$ cat config.mk
export PLATFORM = sky130hd
export DESIGN_NAME = uart_tx_scheduler
export DESIGN_NICKNAME = d
export VERILOG_FILES = /design/src/rtl/uart_tx_scheduler_pkg.sv /design/src/rtl/uart_tx_scheduler_rr.sv /design/src/rtl/uart_tx_scheduler.sv
export SDC_FILE = /design/constraint.sdc
export NUM_CORES = 1
export LEC_CHECK = 0
export BUFFER_PORTS_ARGS = -buffer_cell sky130_fd_sc_hd__buf_2
export CORE_MARGIN = 1
export CORE_UTILIZATION = 56
export DETAILED_ROUTE_END_ITERATION = 12
export PLACE_DENSITY_LB_ADDON = 0.2
export SYNTH_ARGS = -nofsm -noshare
export SYNTH_HDL_FRONTEND = slang
export SYNTH_SLANG_ARGS = --single-unit
$ cat constraint.sdc
create_clock -name clk -period 5.05 [get_ports clk]
set_clock_uncertainty 0.1 [all_clocks]
set_input_delay 0.2525 -clock clk [delete_from_list [all_inputs] [get_ports clk]]
set_output_delay 0.2525 -clock clk [all_outputs]
set_load 0.01 [all_outputs]
$ cat src/rtl/uart_tx_scheduler_pkg.sv
// Shared definitions for the UART TX scheduler: FSM encoding, grant width, sizing helper.
package uart_tx_scheduler_pkg;

  typedef enum logic [1:0] {
    ST_IDLE = 2'd0,
    ST_SEND = 2'd1,
    ST_GAP  = 2'd2
  } sched_state_t;

  localparam int GRANT_W = 3;

  function automatic int max_int(input int a, input int b);
    return (a > b) ? a : b;
  endfunction

endpackage

$ cat src/rtl/uart_tx_scheduler_rr.sv
// Combinational round-robin pick: first requester at or after ptr_i, modulo NUM_REQ.
module rr_arbiter
  import uart_tx_scheduler_pkg::*;
#(
  parameter int NUM_REQ = 2
) (
  input  logic [NUM_REQ-1:0] req_i,
  input  logic [GRANT_W-1:0] ptr_i,
  output logic [NUM_REQ-1:0] grant_o,
  output logic [GRANT_W-1:0] idx_o,
  output logic               any_o
);

  int best_d;
  int d;

  // Distance from the pointer decides priority; smallest distance wins.
  always_comb begin
    best_d = NUM_REQ;
    d      = 0;
    idx_o  = '0;
    for (int i = 0; i < NUM_REQ; i++) begin
      if (req_i[i]) begin
        d = i - int'(ptr_i);
        if (d < 0) d = d + NUM_REQ;
        if (d < best_d) begin
          best_d = d;
          idx_o  = GRANT_W'(i);
        end
      end
    end
    any_o = (best_d < NUM_REQ);
  end

  always_comb begin
    grant_o = '0;
    for (int i = 0; i < NUM_REQ; i++) begin
      grant_o[i] = any_o && (idx_o == GRANT_W'(i));
    end
  end

endmodule

$ cat src/rtl/uart_tx_scheduler.sv
// Shares one UART TX byte serializer between NUM_REQ message sources with
// message-granular round-robin, an inter-message gap and a stall watchdog.
module uart_tx_scheduler
  import uart_tx_scheduler_pkg::*;
#(
  parameter int NUM_REQ    = 2,
  parameter int GAP_CYCLES = 270,
  parameter int TIMEOUT    = 2700
) (
  input  logic                   clk,
  input  logic                   rst_n,
  input  logic [NUM_REQ-1:0]     req_valid,
  input  logic [8*NUM_REQ-1:0]   req_data,
  input  logic [NUM_REQ-1:0]     req_last,
  output logic [NUM_REQ-1:0]     req_ready,
  output logic                   tx_valid,
  output logic [7:0]             tx_data,
  input  logic                   tx_ready,
  output logic [GRANT_W-1:0]     grant_id,
  output logic                   busy,
  output logic                   abort,
  output sched_state_t           dbg_state
);

  localparam int CNT_W    = $clog2(max_int(GAP_CYCLES, TIMEOUT) + 1);
  localparam int GAP_LAST = (GAP_CYCLES > 0) ? GAP_CYCLES - 1 : 0;
  localparam int TO_LAST  = (TIMEOUT > 0) ? TIMEOUT - 1 : 0;
  localparam logic [CNT_W-1:0] CNT_MAX = {CNT_W{1'b1}};

  // Handshake: a byte moves on a cycle where valid and ready are both high;
  // a source must hold valid/data/last stable until that cycle.
  sched_state_t       state_q, state_d;
  logic [GRANT_W-1:0] grant_id_q, grant_id_d;
  logic [GRANT_W-1:0] rr_ptr_q, rr_ptr_d;
  logic               busy_q, busy_d;
  logic               abort_q, abort_d;
  logic [CNT_W-1:0]   cnt_q, cnt_d;

  logic [NUM_REQ-1:0] arb_grant;
  logic [GRANT_W-1:0] arb_idx;
  logic               arb_any;

  logic               own_valid, own_last, send, xfer, release_msg;
  logic [7:0]         own_data;
  logic [GRANT_W-1:0] next_ptr;

  rr_arbiter #(.NUM_REQ(NUM_REQ)) u_arb (
    .req_i   (req_valid),
    .ptr_i   (rr_ptr_q),
    .grant_o (arb_grant),
    .idx_o   (arb_idx),
    .any_o   (arb_any)
  );

  always_comb begin
    own_valid = 1'b0;
    own_last  = 1'b0;
    own_data  = 8'h00;
    for (int i = 0; i < NUM_REQ; i++) begin
      if (grant_id_q == GRANT_W'(i)) begin
        own_valid = req_valid[i];
        own_last  = req_last[i];
        own_data  = req_data[8*i +: 8];
      end
    end
  end

  assign send     = (state_q == ST_SEND);
  assign xfer     = send && own_valid && tx_ready;
  assign tx_valid = send && own_valid;
  assign tx_data  = send ? own_data : 8'h00;
  assign next_ptr = (grant_id_q == GRANT_W'(NUM_REQ - 1)) ? '0 : grant_id_q + GRANT_W'(1);

  always_comb begin
    req_ready = '0;
    for (int i = 0; i < NUM_REQ; i++) begin
      req_ready[i] = send && tx_ready && (grant_id_q == GRANT_W'(i));
    end
  end

  always_comb begin
    state_d     = state_q;
    grant_id_d  = grant_id_q;
    rr_ptr_d    = rr_ptr_q;
    busy_d      = busy_q;
    abort_d     = 1'b0;
    cnt_d       = cnt_q;
    release_msg = 1'b0;
    unique case (state_q)
      ST_IDLE: begin
        if (arb_any) begin
          grant_id_d = arb_idx;
          busy_d     = 1'b1;
          cnt_d      = '0;
          state_d    = ST_SEND;
        end
      end
      ST_SEND: begin
        if (xfer) begin
          cnt_d       = '0;
          release_msg = own_last;
        end else if (!own_valid) begin
          // Watchdog only advances while the owner is starving the serializer.
          if (cnt_q == CNT_W'(TO_LAST)) begin
            abort_d     = 1'b1;
            release_msg = 1'b1;
          end else if (cnt_q != CNT_MAX) begin
            cnt_d = cnt_q + CNT_W'(1);
          end
        end
        if (release_msg) begin
          rr_ptr_d = next_ptr;
          cnt_d    = '0;
          if (GAP_CYCLES > 0) begin
            state_d = ST_GAP;
          end else begin
            state_d = ST_IDLE;
            busy_d  = 1'b0;
          end
        end
      end
      ST_GAP: begin
        if (cnt_q == CNT_W'(GAP_LAST)) begin
          cnt_d   = '0;
          busy_d  = 1'b0;
          state_d = ST_IDLE;
        end else if (cnt_q != CNT_MAX) begin
          cnt_d = cnt_q + CNT_W'(1);
        end
      end
      default: begin
        state_d = ST_IDLE;
        busy_d  = 1'b0;
        cnt_d   = '0;
      end
    endcase
  end

  always_ff @(posedge clk or negedge rst_n) begin
    if (!rst_n) begin
      state_q    <= ST_IDLE;
      grant_id_q <= '0;
      rr_ptr_q   <= '0;
      busy_q     <= 1'b0;
      abort_q    <= 1'b0;
      cnt_q      <= '0;
    end else begin
      state_q    <= state_d;
      grant_id_q <= grant_id_d;
      rr_ptr_q   <= rr_ptr_d;
      busy_q     <= busy_d;
      abort_q    <= abort_d;
      cnt_q      <= cnt_d;
    end
  end

  assign grant_id  = grant_id_q;
  assign busy      = busy_q;
  assign abort     = abort_q;
  assign dbg_state = state_q;

endmodule

* Word-level counts from Yosys, hierarchy flattened
Index checks and enable logic that the tools add are counted.
** Storage, ports and cells
- Input port bits :: 23
- Bits in registers :: 22
- Word-level logic and storage cells :: 80
** Operators by class
- Muxes and demuxes :: 39
- Reductions and logical operators :: 12
- $add $sub $neg :: 6
- Equal/unequal tests :: 11
- Bitwise operators :: 1
- Order comparisons :: 5
** Operators with widths (count)
- 2-to-1 mux 32 bit :: 8
- 2-to-1 mux 12 bit :: 7
- adder 32 x 3 -> 32 bit, second input constant :: 2
- less-than comparator 32 x 1 -> 1 bit, second input constant :: 2
- less-than comparator 32 x 3 -> 1 bit, second input constant :: 2
- case mux 12 bit (3 select lines) :: 1
- less-than comparator 32 bit :: 1
- 2-to-1 mux 8 bit :: 3
- 2-to-1 mux 1 bit :: 13
- adder 12 x 1 -> 12 bit, second input constant :: 1
- == test 12 bit, second input constant :: 1
- == test 12 x 9 -> 1 bit, second input constant :: 1
- inequality test 12 bit, second input constant :: 1
- AND reduction 3 bit :: 3
- subtractor 1 x 3 -> 4 bit, first input constant :: 2
- 2-to-1 mux 2 bit :: 3
- 2-to-1 mux 3 bit :: 2
- case mux 2 bit (3 select lines) :: 1
- logical AND 1 bit :: 5
- inequality test 2 bit, second input constant :: 2
- inequality test 4 x 2 -> 1 bit, second input constant :: 1
- inequality test 4 x 3 -> 1 bit, second input constant :: 1
- AND reduction 2 bit :: 2
- adder 3 x 1 -> 3 bit, second input constant :: 1
- 8 further kinds :: 8

* Logic depth before layout (Yosys ltp)
- Depth after elaboration :: 13
- Depth in mapped cells :: 9
- Mapped depth without buffers :: 8

* By module
From an unflattened synthesis, not the netlist that was laid out.
** Second synthesis, totals
- Cell total of the unflattened synthesis :: 215
- Area total of the unflattened synthesis :: 1831.8 sq um
** By module, submodules not included
- uart_tx_scheduler :: instances 1, seq. area each 550.5 sq um, area each 1471.4 sq um, cells each 166
- rr_arbiter :: instances 1, seq. area each 0.0 sq um, area each 360.3 sq um, cells each 49

* Worst setup path after synthesis
OpenSTA, ideal clock, no wires.
- Path type :: reg-to-reg
- Start point :: register state_q[1], in the netlist dbg_state[1]
- End point :: register cnt_q[4]
- Arrival time :: 1721 ps
- Setup slack :: 3143 ps
- Path buffers :: 1
- Stages on the path, launching flop included :: 9
- Cells stage by stage :: dfrtp_1 inv_1 ha_1 clkbuf_1 nand2_1 a21oi_1 a32oi_2 or4_1 o211ai_1
** On the way
- Cells in the longest elaborated chain, start to end :: 7
** Ends and longest elaborated chain
- start: declaration :: line uart_tx_scheduler.sv:32 : sched_state_t state_q, state_d;
- start signal: assignment :: line uart_tx_scheduler.sv:148 : state_q <= state_d;
- == test 2 x 1 -> 1 bit :: line uart_tx_scheduler.sv:68, uart_tx_scheduler.sv:89
- logical AND 1 bit (2 in a row) :: line uart_tx_scheduler.sv:69 : assign xfer = send && own_valid && tx_ready;
- 2-to-1 mux 1 bit :: line uart_tx_scheduler.sv:99 : if (xfer) begin
- 2-to-1 mux 1 bit :: line uart_tx_scheduler.sv:89 : unique case (state_q)
- inequality test 4 x 3 -> 1 bit (no line), or another cell as far along
- AND reduction 3 bit (no line) / case mux 12 bit (3 select lines) (equally long branches)
- end signal: assignment :: line uart_tx_scheduler.sv:153 : cnt_q <= cnt_d;
- end: declaration :: line uart_tx_scheduler.sv:37 : logic [CNT_W-1:0] cnt_q, cnt_d;
Several ways; a longest one is shown, not always the timed one. The select of a mux whose other input is x is not followed.
A chain may end at the register's enable or synchronous reset.

* Worst setup path in the final report
- Start point :: register grant_id_q[0], in the netlist grant_id[0]
- End point :: register cnt_q[1]
** On the way
- Cells in the longest elaborated chain, start to end :: 9
** Ends and longest elaborated chain
- start: declaration :: line uart_tx_scheduler.sv:33 : logic [GRANT_W-1:0] grant_id_q, grant_id_d;
- start signal: assignment :: line uart_tx_scheduler.sv:149 : grant_id_q <= grant_id_d;
- zero test 3 bit :: line uart_tx_scheduler.sv:60 : if (grant_id_q == GRANT_W'(i)) begin
- 2-to-1 mux 1 bit (2 in a row) :: line uart_tx_scheduler.sv:60
- logical AND 1 bit (2 in a row) :: line uart_tx_scheduler.sv:69
- 2-to-1 mux 1 bit :: line uart_tx_scheduler.sv:99
- 2-to-1 mux 1 bit :: line uart_tx_scheduler.sv:89
- inequality test 4 x 3 -> 1 bit (no line), or another cell as far along
- AND reduction 3 bit (no line) / case mux 12 bit (3 select lines) (equally long branches)
Several ways; a longest one is shown, not always the timed one. The select of a mux whose other input is x is not followed.

==> flow_summary_export.csv <==
group,metric,value,unit
run_status,outcome,"finished, final reports clean",
timing,fmax,0.382,GHz
logic_synthesis,synth_flop_cell,"dfrtp_1",
floorplanning,die_h,52.4,um
critical_path,crit_path_end_kind,"flop",
critical_path,path_cells,"mux2i_1 -> nand4_1 -> a32oi_2 -> o21ai_0 -> a21o_1",
logic_synthesis,synth-async-reset-ratio,1.00,
timing,timing.slew.headroom,0.529,
clock_tree,cts_sinks,18,
clock_tree,post-cts-setup-buffer-count,0,
clock_tree,cts_resized,0,
timing,drv_slew,0,
logic_synthesis,yosys-top-cells-count,"dfrtp_1, a21oi_1, nand2_1",
layout,fillers,173,
place,dp_hpwl,2.51,mm
timing,tightestPinTransition,706,ps
place,dp_cells,218,
logic_synthesis,synth-seq-cells,18,
grt,grt_max_degree,19,
critical_path,cp.required,5150,ps
clock_tree,clockBufferDepth,2,
timing,setup_tns,0,ps
layout,final_core_util,0.705,
critical_path,critPathLaunchType,"flop",
timing,period_needed,2620,ps
logic_synthesis,synth_edf_count,0,
logic_synthesis,synth_area,1430,um^2
place,gp_congestion,0.834,
timing,post-route-period-util,0.518,
logic_synthesis,yosysUniqueCellTypes,45,
timing,setup_viol,0,
route,ant_nets,0,
layout,n_antenna_cell,0,
route,drt_first_pass_iters,4,
route,post-route-drc-count,0,
clock_tree,insertion_delay,300,ps
route,drtIter0Drc,35,
flow_run,max-cap-violations,0,
route,avgViaCountPerCell,6.14,
clock_tree,numCtsBuffers,3,
layout,drive_gt1_frac,0.273,
critical_path,cpLargestDelayFamily,"compound AO/OA/AOI/OAI gates",
clock_tree,cts_root_buf,"clkbuf_4",
floorplanning,core_area,2300,um^2
critical_path,slowest_stage,"dfrtp_1",
grt,grt.total_usage,0.244,
worst_hold_path,hp-class,"input port to flop",
logic_synthesis,synth_most_common_cell,"dfrtp_1",
logic_synthesis,yosysSeqAreaShare,0.316,
critical_path,critPathMaxStageDelay,800,ps
grt,grt_pass1_wl,4.89,mm
grt,grt_pass1_vias,1134,
layout,fin_nets,226,
logic_synthesis,synth_top_area_frac,0.316,
logic_synthesis,syn_inst,159,
power_and_ir_drop,power,0.639,mW
clock_tree,cts_tree,"done",
clock_tree,clkTransAtPathRegs,100,ps
critical_path,crit_buf_inv,0,
critical_path,worst-path-max-fanout,16,
layout,syn_to_final_growth,13.7,%
route,finalWirelength,3.28,mm
power_and_ir_drop,p_leak,0.775,nW
clock_tree,hold_buffers,1,
grt,grt_overflow_total,0,
logic_synthesis,synth_warnings,0,
floorplanning,rows,17,
floorplanning,die_w,52.4,um
power_and_ir_drop,p_per_area,394,nW/um^2
critical_path,path_class,"flop to flop",
power_and_ir_drop,ir_drop,0.450,mV
floorplanning,initial_core_util,0.620,
route,wl_per_cell,14.8,um
timing,hold_viol,0,
grt,antenna_found_initial,0,
logic_synthesis,netlist_top_cells_area,"dfrtp_1, mux2i_1, ha_1",
logic_synthesis,synth_area_per_cell,8.96,um^2
clock_tree,htreeDepth,1,
logic_synthesis,synth_area_leader_cell,"dfrtp_1",
layout,final_cells,222,
place,port_buffers,38,
floorplanning,die_area,2750,um^2
timing,rsz0062_at_grt,"no",
floorplanning,io_pins,41,
route,vias,1363,
critical_path,critPathArrivalTime,2720,ps
-- cells in the final DEF, fill, tap and decap left out, types with 4 or more instances in the layout --
cell / instances
a21oi_1: 17
buf_2: 38
conb_1: 4
dfrtp_1: 18
ha_1: 7
inv_1: 8
mux2i_1: 11
nand2_1: 17
nand4_1: 6
nor2_1: 13
-- report_power, final --
| part | internal, mW | switching [mW] |
|---|---|---|
| sequential | 0.165 | 0.0374 |
| combinational | 0.156 | 0.207 |
| clock | 0.0279 | 0.0458 |
-- per-layer routing --
| metal | part of all wire | vias to the layer above | track usage |
|---|---|---|---|
| met1 | 0.44 | 646 | 0.307 |
| met5 | 0 | - | 0 |
| met3 | 0.067 | 5 | 0.0464 |
| met4 | 0.012 | 0 | 0.101 |
| li1 | - | 665 | - |
| met2 | 0.48 | 47 | 0.405 |
-- layout make-up --
cell class,count,area [um^2],share of cell area
multi-input cells,125,878,0.542
repair buffers,39,200,0.124
well taps,28,35.0,0.0216
inverters,9,33.8,0.0208
clock buffers,3,22.5,0.0139
flip-flops and latches,18,450,0.278
-- worst reg2reg max path, stage by stage (launching register included) --
cell and delay [ps]:
dfrtp_1 800, mux2i_1 340, nand4_1 180, a32oi_2 610
o21ai_0 260, a21o_1 230
-- path summary, 6_finish.rpt --
| check | startpoint | to | slack (ps) | cells after the start |
|---|---|---|---|---|
| worst min register to register | busy | busy | 450 | 2 |
| max in group asynchronous | rst_n | cnt_q[11] | 4270 | 2 |
| min in group asynchronous | rst_n | cnt_q[3] | 290 | 2 |
| worst max-delay path | grant_id[0] | cnt_q[1] | 2430 | 5 |
| worst max register to register | grant_id[0] | cnt_q[1] | 2430 | 5 |
| worst min-delay path | req_valid[1] | grant_id[0] | 170 | 2 |
-- logic make-up (layout without fill, tap and decap cells) --
group | count (synthesis) | in the layout | share of synthesized area
fa+ha+maj | 7 | 7 | 0.0615
other cells | 1 | 4 | 0.00263
flops | 18 | 18 | 0.316
compound gates | 45 | 45 | 0.231
mux | 12 | 12 | 0.0878
buf+inv | 19 | 51 | 0.0755
simple gates | 57 | 57 | 0.226
-- per-stage QoR --
| stage | worst slack (ps) | hold slack [ps] | area, um^2 |
|---|---|---|---|
| detailed placement | 2450 | 106 | 1590 |
| global placement | 2620 | 101 | 1590 |
| global route | 2300 | 175 | 1620 |
| finish | 2430 | 174 | 1620 |
| CTS | 2420 | 163 | 1620 |
| floorplan | 3140 | -143 | 1440 |
-- sequential cells by signal (all words and copies together), names as in the netlist --
name,cells
abort,1
busy,1
cnt_q,12
dbg_state,2
grant_id,1
rr_ptr_q,1
Note: power is estimated with default switching activity, not from simulation.
